`config.mk`:
```
export PLATFORM = sky130hd
export DESIGN_NAME = decode_ctrl_stage_flat
export DESIGN_NICKNAME = d
export VERILOG_FILES = /design/src/rtl/decode_pkg.sv /design/src/rtl/decode_ctrl_stage_if.sv /design/src/rtl/opcode_decode.sv /design/src/rtl/decode_ctrl_stage.sv /design/src/flat_wrapper.sv
export SDC_FILE = /design/constraint.sdc
export NUM_CORES = 1
export LEC_CHECK = 0
export BUFFER_PORTS_ARGS = -buffer_cell sky130_fd_sc_hd__buf_2
export CAP_MARGIN = 20
export CORE_ASPECT_RATIO = 0.7
export CORE_MARGIN = 2
export CORE_UTILIZATION = 25
export DETAILED_ROUTE_END_ITERATION = 10
export GPL_ROUTABILITY_DRIVEN = 0
export PLACE_DENSITY = 0.56
export SETUP_SLACK_MARGIN = 0.1
export SYNTH_ARGS = -nofsm -noshare
export SYNTH_HDL_FRONTEND = slang
export SYNTH_HIERARCHICAL = 1
export SYNTH_SLANG_ARGS = --single-unit
```
`constraint.sdc`:
```
create_clock -name clk -period 1.62 [get_ports clk]
set_input_delay 0.081 -clock clk [delete_from_list [all_inputs] [get_ports clk]]
set_output_delay 0.081 -clock clk [all_outputs]
set_load 0.02 [all_outputs]
```
`src/rtl/decode_pkg.sv`:
```
`default_nettype none
// ============================================================================
//  Module      : decode_pkg
//  Description : Shared constants and types for the decode control stage:
//                primary opcodes, ALU operation codes, control-bundle bit
//                positions and the combinational decode result record.
//  Revision    : 1.0  initial release
// ============================================================================
package decode_pkg;

    localparam int OP_W    = 6;
    localparam int ALUOP_W = 3;
    localparam int CTRL_W  = 10;

    // Primary opcodes recognised by the decoder
    localparam logic [OP_W-1:0] OP_RTYPE = 6'b000000;
    localparam logic [OP_W-1:0] OP_J     = 6'b000010;
    localparam logic [OP_W-1:0] OP_JAL   = 6'b000011;
    localparam logic [OP_W-1:0] OP_BEQ   = 6'b000100;
    localparam logic [OP_W-1:0] OP_BNE   = 6'b000101;
    localparam logic [OP_W-1:0] OP_BGTZ  = 6'b000111;
    localparam logic [OP_W-1:0] OP_ADDI  = 6'b001000;
    localparam logic [OP_W-1:0] OP_ADDIU = 6'b001001;
    localparam logic [OP_W-1:0] OP_ANDI  = 6'b001100;
    localparam logic [OP_W-1:0] OP_ORI   = 6'b001101;
    localparam logic [OP_W-1:0] OP_XORI  = 6'b001110;
    localparam logic [OP_W-1:0] OP_LUI   = 6'b001111;
    localparam logic [OP_W-1:0] OP_MUL   = 6'b011100;
    localparam logic [OP_W-1:0] OP_LB    = 6'b100000;
    localparam logic [OP_W-1:0] OP_LW    = 6'b100011;
    localparam logic [OP_W-1:0] OP_SB    = 6'b101000;
    localparam logic [OP_W-1:0] OP_SW    = 6'b101011;

    // ALU operation codes
    localparam logic [ALUOP_W-1:0] ALU_ADD   = 3'b000;
    localparam logic [ALUOP_W-1:0] ALU_SUB   = 3'b001;
    localparam logic [ALUOP_W-1:0] ALU_FUNCT = 3'b010;
    localparam logic [ALUOP_W-1:0] ALU_AND   = 3'b011;
    localparam logic [ALUOP_W-1:0] ALU_LUI   = 3'b100;
    localparam logic [ALUOP_W-1:0] ALU_OR    = 3'b101;
    localparam logic [ALUOP_W-1:0] ALU_XOR   = 3'b110;
    localparam logic [ALUOP_W-1:0] ALU_MUL   = 3'b111;

    // Bit positions inside the control bundle
    localparam int CTRL_RE       = 9;
    localparam int CTRL_WB       = 8;
    localparam int CTRL_EQ       = 7;
    localparam int CTRL_JUMP     = 6;
    localparam int CTRL_REGWRITE = 5;
    localparam int CTRL_REGDST   = 4;
    localparam int CTRL_ALUSRC   = 3;
    localparam int CTRL_BRANCH   = 2;
    localparam int CTRL_MEMWRITE = 1;
    localparam int CTRL_MEMTOREG = 0;

    typedef struct packed {
        logic [ALUOP_W-1:0] aluop;
        logic [CTRL_W-1:0]  ctrl;
        logic               illegal;
        logic               is_mul;
    } decode_t;

endpackage : decode_pkg
`default_nettype wire

```
`src/rtl/decode_ctrl_stage_if.sv`:
```
`default_nettype none
// ============================================================================
//  Module      : decode_ctrl_stage_if
//  Description : Handshake bundle for the decode control stage.
//                master : upstream/downstream environment (drives flush,
//                         in_valid, instr, out_ready)
//                slave  : the decode stage (drives in_ready, out_valid,
//                         ctrl, aluop, illegal, mul_busy)
//  Revision    : 1.0  initial release
// ============================================================================
interface decode_ctrl_stage_if #(
    parameter int DATA_W = 32
);
    logic                       flush;
    logic                       in_valid;
    logic                       in_ready;
    logic [DATA_W-1:0]          instr;
    logic                       out_valid;
    logic                       out_ready;
    logic [decode_pkg::CTRL_W-1:0]  ctrl;
    logic [decode_pkg::ALUOP_W-1:0] aluop;
    logic                       illegal;
    logic                       mul_busy;

    modport master (
        output flush, in_valid, instr, out_ready,
        input  in_ready, out_valid, ctrl, aluop, illegal, mul_busy
    );

    modport slave (
        input  flush, in_valid, instr, out_ready,
        output in_ready, out_valid, ctrl, aluop, illegal, mul_busy
    );
endinterface : decode_ctrl_stage_if
`default_nettype wire

```
`src/rtl/opcode_decode.sv`:
```
`default_nettype none
// ============================================================================
//  Module      : opcode_decode
//  Description : Pure combinational primary-opcode decoder.
//  Ports       : op  (in)  6-bit primary opcode
//                dec (out) {aluop, ctrl, illegal, is_mul}
//  Revision    : 1.0  initial release
// ============================================================================
module opcode_decode
    import decode_pkg::*;
(
    input  logic [OP_W-1:0] op,
    output decode_t         dec
);

    always_comb begin
        dec         = '0;
        dec.aluop   = ALU_ADD;
        dec.is_mul  = (op == OP_MUL);
        case (op)
            OP_RTYPE, OP_MUL: begin
                dec.aluop                = (op == OP_MUL) ? ALU_MUL : ALU_FUNCT;
                dec.ctrl[CTRL_REGWRITE]  = 1'b1;
                dec.ctrl[CTRL_REGDST]    = 1'b1;
            end
            OP_LB, OP_LW: begin
                // lb additionally flags a byte-wide access
                dec.ctrl[CTRL_WB]        = (op == OP_LB);
                dec.ctrl[CTRL_REGWRITE]  = 1'b1;
                dec.ctrl[CTRL_ALUSRC]    = 1'b1;
                dec.ctrl[CTRL_MEMTOREG]  = 1'b1;
            end
            OP_SB, OP_SW: begin
                dec.ctrl[CTRL_WB]        = (op == OP_SB);
                dec.ctrl[CTRL_ALUSRC]    = 1'b1;
                dec.ctrl[CTRL_MEMWRITE]  = 1'b1;
            end
            OP_BEQ, OP_BNE, OP_BGTZ: begin
                dec.aluop                = ALU_SUB;
                dec.ctrl[CTRL_EQ]        = (op == OP_BEQ);
                dec.ctrl[CTRL_BRANCH]    = 1'b1;
            end
            OP_ADDI, OP_ADDIU, OP_ANDI, OP_ORI, OP_LUI, OP_XORI: begin
                case (op)
                    OP_ANDI: dec.aluop   = ALU_AND;
                    OP_ORI:  dec.aluop   = ALU_OR;
                    OP_LUI:  dec.aluop   = ALU_LUI;
                    OP_XORI: dec.aluop   = ALU_XOR;
                    default: dec.aluop   = ALU_ADD;
                endcase
                dec.ctrl[CTRL_REGWRITE]  = 1'b1;
                dec.ctrl[CTRL_ALUSRC]    = 1'b1;
            end
            OP_J, OP_JAL: begin
                // jal links: return-address write into the register file
                dec.ctrl[CTRL_RE]        = (op == OP_JAL);
                dec.ctrl[CTRL_JUMP]      = 1'b1;
                dec.ctrl[CTRL_REGWRITE]  = (op == OP_JAL);
            end
            default: begin
                dec.illegal              = 1'b1;
            end
        endcase
    end

endmodule : opcode_decode
`default_nettype wire

```
`src/rtl/decode_ctrl_stage.sv`:
```
`default_nettype none
// ============================================================================
//  Module      : decode_ctrl_stage
//  Description : Registered instruction-decode control stage between IF/ID
//                and ID/EX. Decodes the primary opcode into a registered
//                control bundle and aluop behind a valid/ready handshake,
//                holds issue for MUL_LAT cycles after a mul and flags
//                illegal opcodes.
//  Ports       : clk   (in)  rising-edge clock
//                rst_n (in)  synchronous reset, active low
//                bus   (slave modport of decode_ctrl_stage_if)
//                  flush, in_valid, instr, out_ready  -> inputs
//                  in_ready, out_valid, ctrl, aluop,
//                  illegal, mul_busy                  -> outputs
//  Revision    : 1.0  initial release
// ============================================================================
module decode_ctrl_stage
    import decode_pkg::*;
#(
    parameter int DATA_W  = 32,
    parameter int MUL_LAT = 3,
    parameter int CNT_W   = 2
)(
    input  logic                clk,
    input  logic                rst_n,
    decode_ctrl_stage_if.slave  bus
);

    // The mul itself occupies the accept cycle, so only MUL_LAT-1 extra
    // cycles of hold are needed.
    localparam logic [CNT_W-1:0] C_HOLD_INIT = CNT_W'(MUL_LAT - 1);

    logic [CNT_W-1:0]   r_hold_cnt;
    logic               r_out_valid;
    logic [CTRL_W-1:0]  r_ctrl;
    logic [ALUOP_W-1:0] r_aluop;
    logic               r_illegal;

    decode_t            w_dec;
    logic [OP_W-1:0]    w_op;
    logic               w_busy;
    logic               w_in_ready;
    logic               w_accept;
    logic               w_unused_instr;

    assign w_op           = bus.instr[DATA_W-1 -: OP_W];
    assign w_unused_instr = ^bus.instr[DATA_W-OP_W-1:0];

    opcode_decode u_opcode_decode (
        .op  (w_op),
        .dec (w_dec)
    );

    assign w_busy     = (r_hold_cnt != '0);
    assign w_in_ready = rst_n & ~w_busy & (~r_out_valid | bus.out_ready);
    // A flush drops whatever is presented in the same cycle
    assign w_accept   = bus.in_valid & w_in_ready & ~bus.flush;

    always_ff @(posedge clk) begin
        if (!rst_n) begin
            r_out_valid <= 1'b0;
            r_ctrl      <= '0;
            r_aluop     <= '0;
            r_illegal   <= 1'b0;
            r_hold_cnt  <= '0;
        end else if (bus.flush) begin
            r_out_valid <= 1'b0;
            r_ctrl      <= '0;
            r_aluop     <= '0;
            r_illegal   <= 1'b0;
            r_hold_cnt  <= '0;
        end else begin
            if (w_accept) begin
                r_out_valid <= 1'b1;
                r_ctrl      <= w_dec.ctrl;
                r_aluop     <= w_dec.aluop;
                r_illegal   <= w_dec.illegal;
            end else if (bus.out_ready) begin
                r_out_valid <= 1'b0;
            end

            // Accept is impossible while busy, so load and decrement never
            // compete for the counter.
            if (w_accept && w_dec.is_mul) begin
                r_hold_cnt <= C_HOLD_INIT;
            end else if (w_busy) begin
                r_hold_cnt <= r_hold_cnt - 1'b1;
            end
        end
    end

    assign bus.in_ready  = w_in_ready;
    assign bus.out_valid = r_out_valid;
    assign bus.ctrl      = r_ctrl;
    assign bus.aluop     = r_aluop;
    assign bus.illegal   = r_illegal;
    assign bus.mul_busy  = w_busy;

endmodule : decode_ctrl_stage
`default_nettype wire

```
`src/flat_wrapper.sv`:
```
// flat-port wrapper written by rule: the top's interface ports become plain ports
module decode_ctrl_stage_flat import decode_pkg::*;
#(
    parameter int DATA_W  = 32,
    parameter int MUL_LAT = 3,
    parameter int CNT_W   = 2
)
  (clk, rst_n, bus_flush, bus_in_valid, bus_instr, bus_out_ready, bus_in_ready, bus_out_valid, bus_ctrl, bus_aluop, bus_illegal, bus_mul_busy);
  decode_ctrl_stage_if #(.DATA_W(DATA_W)) bus_i ();
  input  logic clk;
  input  logic rst_n;
  input wire logic [$bits(bus_i.flush)-1:0] bus_flush;
  input wire logic [$bits(bus_i.in_valid)-1:0] bus_in_valid;
  input wire logic [$bits(bus_i.instr)-1:0] bus_instr;
  input wire logic [$bits(bus_i.out_ready)-1:0] bus_out_ready;
  output wire logic [$bits(bus_i.in_ready)-1:0] bus_in_ready;
  output wire logic [$bits(bus_i.out_valid)-1:0] bus_out_valid;
  output wire logic [$bits(bus_i.ctrl)-1:0] bus_ctrl;
  output wire logic [$bits(bus_i.aluop)-1:0] bus_aluop;
  output wire logic [$bits(bus_i.illegal)-1:0] bus_illegal;
  output wire logic [$bits(bus_i.mul_busy)-1:0] bus_mul_busy;
  assign bus_i.flush = bus_flush;
  assign bus_i.in_valid = bus_in_valid;
  assign bus_i.instr = bus_instr;
  assign bus_i.out_ready = bus_out_ready;
  assign bus_in_ready = bus_i.in_ready;
  assign bus_out_valid = bus_i.out_valid;
  assign bus_ctrl = bus_i.ctrl;
  assign bus_aluop = bus_i.aluop;
  assign bus_illegal = bus_i.illegal;
  assign bus_mul_busy = bus_i.mul_busy;
  decode_ctrl_stage #(.DATA_W(DATA_W), .MUL_LAT(MUL_LAT), .CNT_W(CNT_W)) u_core (.clk(clk), .rst_n(rst_n), .bus(bus_i));
endmodule
```
==> results of run 1 <==
-- logic make-up (layout without fill, tap and decap cells) --
family | Yosys count | after routing
AOI/OAI and AO/OA | 47 | 47
muxes | 1 | 1
and+or+nand+nor | 37 | 37
DFF | 17 | 17
buffers and inverters | 34 | 53
xor gates and xnor gates | 1 | 1
-- cell type report --
cell class / count / share of cell area [%]
flip-flops and latches: 17 / 22.4
repair buffers: 30 / 10.4
multi-input cells: 86 / 53.6
well taps: 72 / 5.94
inverters: 19 / 4.70
clock buffers: 4 / 2.97
-- synthesized netlist by cell type, drive strengths merged --
cell type / count
a21oi: 8
nor3b: 2
a31oi: 1
and2: 1
nand2: 3
nor3: 4
buf: 12
inv: 19
mux2i: 1
nand3b: 1
a22oi: 1
nand4: 1
or3: 2
a32oi: 1
or2: 1
and3: 3
o2111ai: 14
nor2b: 1
dfxtp: 17
nor4: 1
xor2: 1
or3b: 1
o22ai: 2
a2111oi: 1
o21ai: 2
o31a: 1
nand3: 2
o41ai: 15
o31ai: 1
clkbuf: 3
nand2b: 2
nor2: 11
and2b: 1
-- per-stage QoR --
stage | instance area, µm² | hold WS, ns | power (mW)
after floorplan | 1370 | 0.181 | 0.594
after global routing | 1520 | 0.0516 | 0.972
after global placement | 1470 | 0.317 | 0.614
after detailed placement | 1470 | 0.322 | 0.616
final | 1520 | 0.0528 | 0.921
after CTS | 1520 | 0.0489 | 0.930
-- power groups by stage --
stage / sequential (mW) / combinational, mW / clock [mW]
floorplan: 0.437 / 0.157 / 0
global placement: 0.433 / 0.181 / 0
detailed placement: 0.433 / 0.183 / 0
CTS: 0.423 / 0.183 / 0.323
global route: 0.424 / 0.202 / 0.347
finish: 0.423 / 0.184 / 0.313
-- flip-flops by register name (all words and copies together) (netlist names) --
register / flops
u_core/bus.illegal: 1
u_core/bus.aluop: 3
u_core/r_hold_cnt: 2
u_core/bus.out_valid: 1
u_core/bus.ctrl: 10
-- worst register-to-register path, stage by stage, from the launching register on --
cell       delay [ns]
dfxtp_1          0.33
or3b_4           0.61
o2111ai_2        0.28
o41ai_2          0.10
-- path summary, 6_finish.rpt --
path | start | end | cells past startpoint
hold / removal | bus_flush | u_core/r_hold_cnt[1]$_SDFFE_PP0P_ | 2
setup / recovery | u_core/r_hold_cnt[1]$_SDFFE_PP0P_ | u_core/bus.illegal$_SDFFE_PP0P_ | 3
setup reg to reg | u_core/r_hold_cnt[1]$_SDFFE_PP0P_ | u_core/bus.illegal$_SDFFE_PP0P_ | 3
hold reg to reg | u_core/r_hold_cnt[0]$_SDFFE_PP0P_ | u_core/r_hold_cnt[0]$_SDFFE_PP0P_ | 1
-- layer usage --
| metal | GRT usage [%] | up-vias |
|---|---|---|
| met1 | 15.0 | 514 |
| met5 | 0 | - |
| met2 | 16.6 | 22 |
| met3 | 3.19 | 2 |
| met4 | 1.12 | 0 |
| li1 | - | 556 |
==> impl_metrics.py, run 1 <==
metrics = {
    "placement": {
        "dp_hpwl_mm": 2.20,
        "post-place-ws_ns": 0.116,
        "port_buffers": 27,
        "dp.cells": 224,
    },
    "critical_path": {
        "cpMaxStageDelayCell": "or3b_4",
        "cpPeakStageDelay_ns": 0.61,
        "worst-path-buf-inv": 0,
        "r2r_setup_slack_ns": 0.17,
        "crit_chain": "or3b_4 -> o2111ai_2 -> o41ai_2",
        "cp_top_family": "simple AND/OR/NAND/NOR gates",
        "crit_path_start_kind": "flip-flop",
        "end_kind": "flip-flop",
        "crit_type": "reg2reg",
        "crit_arrival_ns": 1.57,
        "path_max_fanout": 30,
        "cp_data_required_time_ns": 1.74,
    },
    "logic_synthesis": {
        "ys_warn_count": 6,
        "synth-seq-cells": 17,
        "synth_compound_area_share_pct": 42.0,
        "synth_top_family_by_area": "compound AO/OA/AOI/OAI gates",
        "synthTopCellsByArea": "dfxtp_1 (25%), o41ai_2 (18%), o2111ai_2 (15%)",
        "syn_area_um2": 1370,
        "synthXorXnorAreaFrac_pct": 0.640,
        "yosys.area_share.simple_pct": 16.1,
        "yosysSeqAreaShare_pct": 24.9,
        "yosysTopAreaCellShare_pct": 24.9,
        "syn-num-nets": 174,
        "avgSynthCellArea_um2": 9.99,
        "synth_area_leader_cell": "dfxtp_1",
        "netlist_instances": 137,
        "synthMuxAreaShare_pct": 0.731,
        "synth_cell_types": 41,
        "synthAdderAreaFrac_pct": 0,
    },
    "drt": {
        "ant_nets": 0,
        "viasPerCell": 4.80,
        "routed_wl_mm": 3.11,
        "wl_met3_um": 134,
        "top_layer_used": "met4",
        "drtPass1Iterations": 4,
        "num_vias": 1094,
        "wl_per_cell_um": 13.6,
        "drt-met1-wl_mm": 1.61,
        "wl_met2_mm": 1.36,
        "drtIter0Drc": 79,
        "drc": 0,
    },
    "sta": {
        "fmax_ghz": 0.691,
        "relSlewSlack_pct": 48.8,
        "slew_viol_final": 0,
        "skew_ns": 0.00651,
        "setup-violations-final": 0,
        "rsz0062_at_grt": "false",
        "min_period_ns": 1.45,
        "tightest_slew_ns": 0.768,
        "worst_slack_ns": 0.172,
        "final-hold-violation-count": 0,
        "finalCritPeriodShare_pct": 89.4,
        "setup_tns_ns": 0,
    },
    "clock_tree": {
        "clockRootBuffer": "clkbuf_8",
        "cts-buffers-inserted": 3,
        "cts_hold_buf": 0,
        "htree_levels": 1,
        "path_clk_slew_ns": 0.07,
        "cts.path.max_buffers": 2,
        "cts_sinks": 17,
        "post_cts_buffers": 0,
        "clock_latency_ns": 0.25,
        "cts_tree": "yes",
        "cts-resized-gates": 0,
    },
    "floorplanning": {
        "fp.dieW_um": 92.4,
        "rows": 22,
        "start_util_pct": 26.0,
        "fp.dieH_um": 65.9,
        "ios": 54,
        "core_um2": 5260,
        "design.die.area_um2": 6090,
    },
    "power": {
        "pwr-share-seq_pct": 46.0,
        "p_sw_uw": 274,
        "p_per_area_nw_per_um2": 607,
        "vdd_drop_max_mv": 0.222,
        "p_clk_share_pct": 34.1,
        "p_int_uw": 646,
        "pwr-share-comb_pct": 20.0,
        "p_leak_nw": 0.597,
        "p_sw_share_pct": 29.8,
    },
    "global_routing": {
        "gr-total-overflow": 0,
        "track_usage_pct": 10.7,
        "grt_max_degree": 31,
        "grt_pass1_wl_mm": 5.23,
        "antenna_found_initial": 0,
        "grt_pass1_vias": 1063,
    },
    "finish": {
        "regArea_um2": 340,
        "fin_util_pct": 28.9,
        "mostFrequentLayoutCells": "buf_2 (27), inv_1 (18), dfxtp_1 (17)",
        "final_common_cell": "buf_2",
        "final_nets": 194,
        "drive_above_1_share_pct": 46.2,
        "nFillCells": 573,
        "final_cells": 228,
        "synthToLayoutAreaGrowth_pct": 10.9,
        "diodes": 0,
        "multi_input_area_um2": 813,
    },
    "job": {
        "drv_cap": 0,
    },
    "run_status": {
        "status": "finished clean",
    },
    "hold_path": {
        "hold_class": "in2reg",
    },
}
Power figures use the tool's default switching activity.
==> inputs of run 2 (changes only) <==
--- a/config.mk
+++ b/config.mk
@@ -14,4 +14,5 @@
 export GPL_ROUTABILITY_DRIVEN = 0
 export PLACE_DENSITY = 0.56
+export RECOVER_POWER = 25
 export SETUP_SLACK_MARGIN = 0.1
 export SYNTH_ARGS = -nofsm -noshare
==> constraint.sdc (replaced) <==
create_clock -name clk -period 1.62 [get_ports clk]
set_input_delay 0.162 -clock clk [delete_from_list [all_inputs] [get_ports clk]]
set_output_delay 0.162 -clock clk [all_outputs]
set_load 0.02 [all_outputs]
==> run 2 against run 1 <==
  * Count of clock-buffer cells in the layout stayed put
  * Non-clock buffer count is 3 higher
  * Combinational power is 4% higher
  * First-iteration DRC count is 47% lower
  * Hold slack better by 0.079 ns
  * Clock power is 2% higher
  * Wire length is 2.9% lower
  * Critical endpoint is now u_core/bus.aluop[2]$_SDFFE_PP0P_
  * Largest power group unchanged
==> impl_metrics.py, run 2 (synthesized netlist as in run 1, its figures left out) <==
metrics = {
    "drt": {
        "drc": 0,
        "ant_nets": 0,
        "num_vias": 1129,
        "routed_wl_mm": 3.02,
        "drtPass1Iterations": 4,
        "viasPerCell": 4.89,
        "drtIter0Drc": 42,
        "wl_per_cell_um": 13.1,
    },
    "critical_path": {
        "end_kind": "flip-flop",
        "path_max_fanout": 30,
        "r2r_cells": 3,
        "r2r_setup_slack_ns": 0.18,
        "crit_path_start_kind": "flip-flop",
        "r2r_start": "u_core/r_hold_cnt[1]$_SDFFE_PP0P_",
        "r2r_end": "u_core/bus.aluop[2]$_SDFFE_PP0P_",
        "crit_arrival_ns": 1.56,
        "crit_type": "reg2reg",
        "cp_data_required_time_ns": 1.73,
    },
    "clock_tree": {
        "path_clk_slew_ns": 0.07,
        "htree_levels": 1,
        "cts-resized-gates": 0,
        "cts_hold_buf": 0,
        "cts_tree": "yes",
        "clock_latency_ns": 0.25,
        "post_cts_buffers": 0,
        "cts-buffers-inserted": 3,
        "clockRootBuffer": "clkbuf_8",
        "cts_sinks": 17,
        "cts.path.max_buffers": 2,
    },
    "power": {
        "p_leak_nw": 0.587,
        "pwr-share-seq_pct": 45.3,
        "pwr-share-comb_pct": 20.5,
        "p_int_uw": 654,
        "p_clk_share_pct": 34.2,
        "p_sw_share_pct": 29.9,
        "p_per_area_nw_per_um2": 604,
        "p_sw_uw": 280,
        "vdd_drop_max_mv": 0.264,
    },
    "global_routing": {
        "gr-total-overflow": 0,
        "antenna_found_initial": 0,
        "track_usage_pct": 10.2,
        "grt_max_degree": 31,
        "grt_pass1_wl_mm": 5.09,
        "grt_pass1_vias": 1065,
    },
    "sta": {
        "slew_viol_final": 0,
        "setup_tns_ns": 0,
        "relSlewSlack_pct": 43.7,
        "finalCritPeriodShare_pct": 89.2,
        "min_period_ns": 1.44,
        "fmax_ghz": 0.692,
        "setup-violations-final": 0,
        "rsz0062_at_grt": "false",
        "final-hold-violation-count": 0,
        "skew_ns": 0.00185,
        "tightest_slew_ns": 0.842,
    },
    "finish": {
        "largest_reg_flops": 10,
        "final_nets": 197,
        "drive_above_1_share_pct": 42.1,
        "stdcell_area_um2": 1550,
        "synthToLayoutAreaGrowth_pct": 13.0,
        "final_common_cell": "buf_2",
        "mostFrequentLayoutCells": "buf_2 (20), inv_1 (18), dfxtp_1 (17)",
        "diodes": 0,
    },
    "floorplanning": {
        "design.die.area_um2": 6090,
        "core_um2": 5260,
        "fp.dieW_um": 92.4,
        "ios": 54,
        "fp.dieH_um": 65.9,
        "rows": 22,
        "start_util_pct": 26.0,
    },
    "placement": {
        "port_buffers": 27,
        "dpl_cell_area_um2": 1510,
        "dp_hpwl_mm": 2.21,
    },
    "hold_path": {
        "worst_hold_path.num_cells": 2,
        "hold_path_end": "u_core/r_hold_cnt[1]$_SDFFE_PP0P_",
        "hold_class": "in2reg",
        "hold_start": "bus_flush",
    },
    "run_status": {
        "status": "finished clean",
    },
    "job": {
        "drv_cap": 0,
    },
}
run 2: per-layer routing:
metal | track usage (%) | up-vias | routed length [µm]
li1 | - | 563 | -
met1 | 13.9 | 539 | 1520
met2 | 16.4 | 27 | 1340
met3 | 3.19 | 0 | 157
met4 | 1.12 | 0 | 0
met5 | 0 | - | 0
run 2: worst max-delay path: stages, from the launching register on:
cell       delay (ns)
dfxtp_1          0.33
or3b_4           0.61
o2111ai_2        0.25
o41ai_2          0.10
run 2: worst max-delay path by stage:
stage | to | cells after the start | slack [ns] | start
final | u_core/bus.aluop[2]$_SDFFE_PP0P_ | 3 | 0.18 | u_core/r_hold_cnt[1]$_SDFFE_PP0P_
after global routing | u_core/bus.aluop[2]$_SDFFE_PP0P_ | 3 | 0.09 | u_core/r_hold_cnt[1]$_SDFFE_PP0P_
after CTS | bus_in_ready | 4 | 0.14 | u_core/bus.out_valid$_SDFFE_PP0P_
after detailed placement | u_core/bus.ctrl[4]$_SDFFE_PP0P_ | 5 | 0.09 | bus_instr[28]
after global placement | u_core/bus.illegal$_SDFFE_PP0P_ | 7 | 0.11 | bus_instr[31]
after floorplan | u_core/bus.ctrl[4]$_SDFFE_PP0P_ | 5 | 0.19 | bus_instr[29]
run 2: area by class of cell:
type                            instances  area (µm²)
Fill cell                             556        3710
Multi-Input combinational cell         86         816
Sequential cell                        17         340
Timing Repair Buffer                   33         184
Tap cell                               72        90.1
Inverter                               19        71.3
Clock buffer                            4        45.0
run 2: through the flow:
step           hold slack [ns]  utilization, %  power (mW)  cells  worst slack (ns)
6_report                 0.131            29.4       0.934    231             0.175
5_1_grt                  0.139            29.4       0.981    231            0.0932
4_1_cts                  0.130            29.5       0.947    231             0.145
3_5_place_dp             0.406            28.7       0.626    227            0.0877
3_3_place_gp             0.400            28.7       0.623    227             0.108
2_1_floorplan            0.262               -       0.594    137             0.187
run 2: power groups by stage:
stage	combinational (mW)	sequential [mW]	clock, mW
floorplan	0.157	0.437	0
global placement	0.191	0.433	0
detailed placement	0.193	0.433	0
CTS	0.193	0.423	0.331
global route	0.210	0.423	0.347
finish	0.191	0.423	0.319
==> inputs of run 3 (changes only) <==
PLACE_DENSITY = 0.5   (was 0.56)
==> run 3 against run 2 <==
  * Wire length fell by 2.5%
  * First-iteration DRC count rose by 45%
  * Maximum frequency rose by 0.23%
  * Sequential power barely moved
  * Critical path type unchanged
  * Combinational power barely moved
  * Largest cell class unchanged
  * Global-route usage fell by 0.15 points
==> impl_metrics.py, run 3 (synthesized netlist as in run 1, its figures left out) <==
metrics = {
    "run_status": {
        "status": "finished clean",
    },
    "hold_path": {
        "hold_class": "in2reg",
    },
    "clock_tree": {
        "path_clk_slew_ns": 0.07,
        "post_cts_buffers": 0,
        "clock_latency_ns": 0.25,
        "htree_levels": 1,
        "cts.path.max_buffers": 2,
        "cts_sinks": 17,
        "cts_hold_buf": 0,
        "cts-resized-gates": 0,
        "cts_tree": "yes",
        "cts-buffers-inserted": 3,
        "clockRootBuffer": "clkbuf_8",
    },
    "critical_path": {
        "crit_path_start": "u_core/r_hold_cnt[1]$_SDFFE_PP0P_",
        "end_kind": "flip-flop",
        "r2r_end": "u_core/bus.ctrl[8]$_SDFFE_PP0P_",
        "path_max_fanout": 30,
        "crit_path_start_kind": "flip-flop",
        "crit_arrival_ns": 1.56,
        "cp_data_required_time_ns": 1.74,
        "r2r_cells": 3,
        "crit_type": "reg2reg",
        "r2r_start": "u_core/r_hold_cnt[1]$_SDFFE_PP0P_",
        "r2r_setup_slack_ns": 0.18,
        "endpoint": "u_core/bus.ctrl[8]$_SDFFE_PP0P_",
    },
    "finish": {
        "regArea_um2": 340,
        "final_common_cell": "buf_2",
        "final_nets": 199,
        "nFillCells": 575,
        "drive_above_1_share_pct": 43.5,
        "largest_reg_flops": 10,
        "mostFrequentLayoutCells": "buf_2 (20), inv_1 (18), dfxtp_1 (17)",
        "synthToLayoutAreaGrowth_pct": 13.3,
        "multi_input_area_um2": 816,
        "diodes": 0,
    },
    "drt": {
        "drtIter0Drc": 61,
        "drtPass1Iterations": 4,
        "num_vias": 1101,
        "routed_wl_mm": 2.95,
        "drc": 0,
        "viasPerCell": 4.73,
        "wl_per_cell_um": 12.6,
        "ant_nets": 0,
    },
    "sta": {
        "tightest_slew_ns": 0.847,
        "final-hold-violation-count": 0,
        "slew_viol_final": 0,
        "setup-violations-final": 0,
        "min_period_ns": 1.44,
        "skew_ns": 0.00312,
        "setup_tns_ns": 0,
        "fmax_ghz": 0.694,
        "relSlewSlack_pct": 43.4,
        "finalCritPeriodShare_pct": 89.0,
        "whs_ns": 0.130,
        "rsz0062_at_grt": "false",
    },
    "floorplanning": {
        "fp.dieW_um": 92.4,
        "ios": 54,
        "start_util_pct": 26.0,
        "design.die.area_um2": 6090,
        "core_um2": 5260,
        "fp.dieH_um": 65.9,
        "rows": 22,
    },
    "job": {
        "drv_cap": 0,
    },
    "power": {
        "vdd_drop_max_mv": 0.268,
        "p_per_area_nw_per_um2": 602,
        "p_leak_nw": 0.594,
        "pwr-share-seq_pct": 45.4,
        "p_sw_share_pct": 30.3,
        "p_clk_share_pct": 34.2,
        "p_int_uw": 650,
        "p_sw_uw": 283,
        "pwr-share-comb_pct": 20.5,
    },
    "global_routing": {
        "antenna_found_initial": 0,
        "grt_pass1_wl_mm": 4.96,
        "gr-total-overflow": 0,
        "grt_max_degree": 31,
        "track_usage_pct": 10.1,
        "grt_pass1_vias": 1021,
    },
    "placement": {
        "dp_hpwl_mm": 2.21,
        "port_buffers": 27,
    },
}
-- run 3: changes by cell type in the layout (fill, tap and decap cells not counted), sizes merged --
cell / change
clkbuf: -1
buf: +2
clkinv: +1
-- run 3: final cells by class --
class	instances	area share, %
clock inverters	1	0.323
well taps	72	5.81
multi-input cells	86	52.6
flip-flops and latches	17	22.0
clock buffers	3	2.66
repair buffers	35	12.0
inverters	19	4.60
-- run 3: worst max-delay path, cell delays in order, from the launching register on --
cell and delay (ns):
dfxtp_1 0.33, or3b_4 0.61, o2111ai_2 0.26, o41ai_2 0.10
-- run 3: power by group through the flow --
stage               registers, mW  clock network, mW  logic [mW]
global route                0.423              0.357       0.210
floorplan                   0.437                  0       0.157
global placement            0.433                  0       0.192
CTS                         0.423              0.335       0.192
finish                      0.423              0.319       0.191
detailed placement          0.433                  0       0.192
-- run 3: through the flow --
step	setup WS, ns	std cells	utilization [%]	power (mW)	cell area (µm²)
after global routing	0.0919	233	29.5	0.990	1550
after floorplan	0.187	137	-	0.594	1370
after global placement	0.107	229	28.7	0.625	1510
after detailed placement	0.0925	229	28.7	0.625	1510
final	0.179	233	29.5	0.933	1550
after CTS	0.135	233	29.6	0.950	1560
-- run 3: worst min path at each step --
stage | start | to | slack, ns | depth (start not counted)
after floorplan | bus_flush | u_core/r_hold_cnt[1]$_SDFFE_PP0P_ | 0.26 | 1
after global placement | bus_flush | u_core/r_hold_cnt[1]$_SDFFE_PP0P_ | 0.40 | 2
after detailed placement | bus_flush | u_core/r_hold_cnt[1]$_SDFFE_PP0P_ | 0.40 | 2
after CTS | bus_flush | u_core/r_hold_cnt[1]$_SDFFE_PP0P_ | 0.12 | 2
after global routing | bus_flush | u_core/r_hold_cnt[1]$_SDFFE_PP0P_ | 0.13 | 2
final | bus_flush | u_core/r_hold_cnt[1]$_SDFFE_PP0P_ | 0.13 | 2
-- run 3: metal layers --
layer | vias up | GRT usage (%) | share of wire, %
met5 | - | 0 | 0
met4 | 0 | 1.12 | 0
li1 | 568 | - | -
met1 | 510 | 13.7 | 51
met2 | 23 | 16.2 | 45
met3 | 0 | 3.08 | 4.1
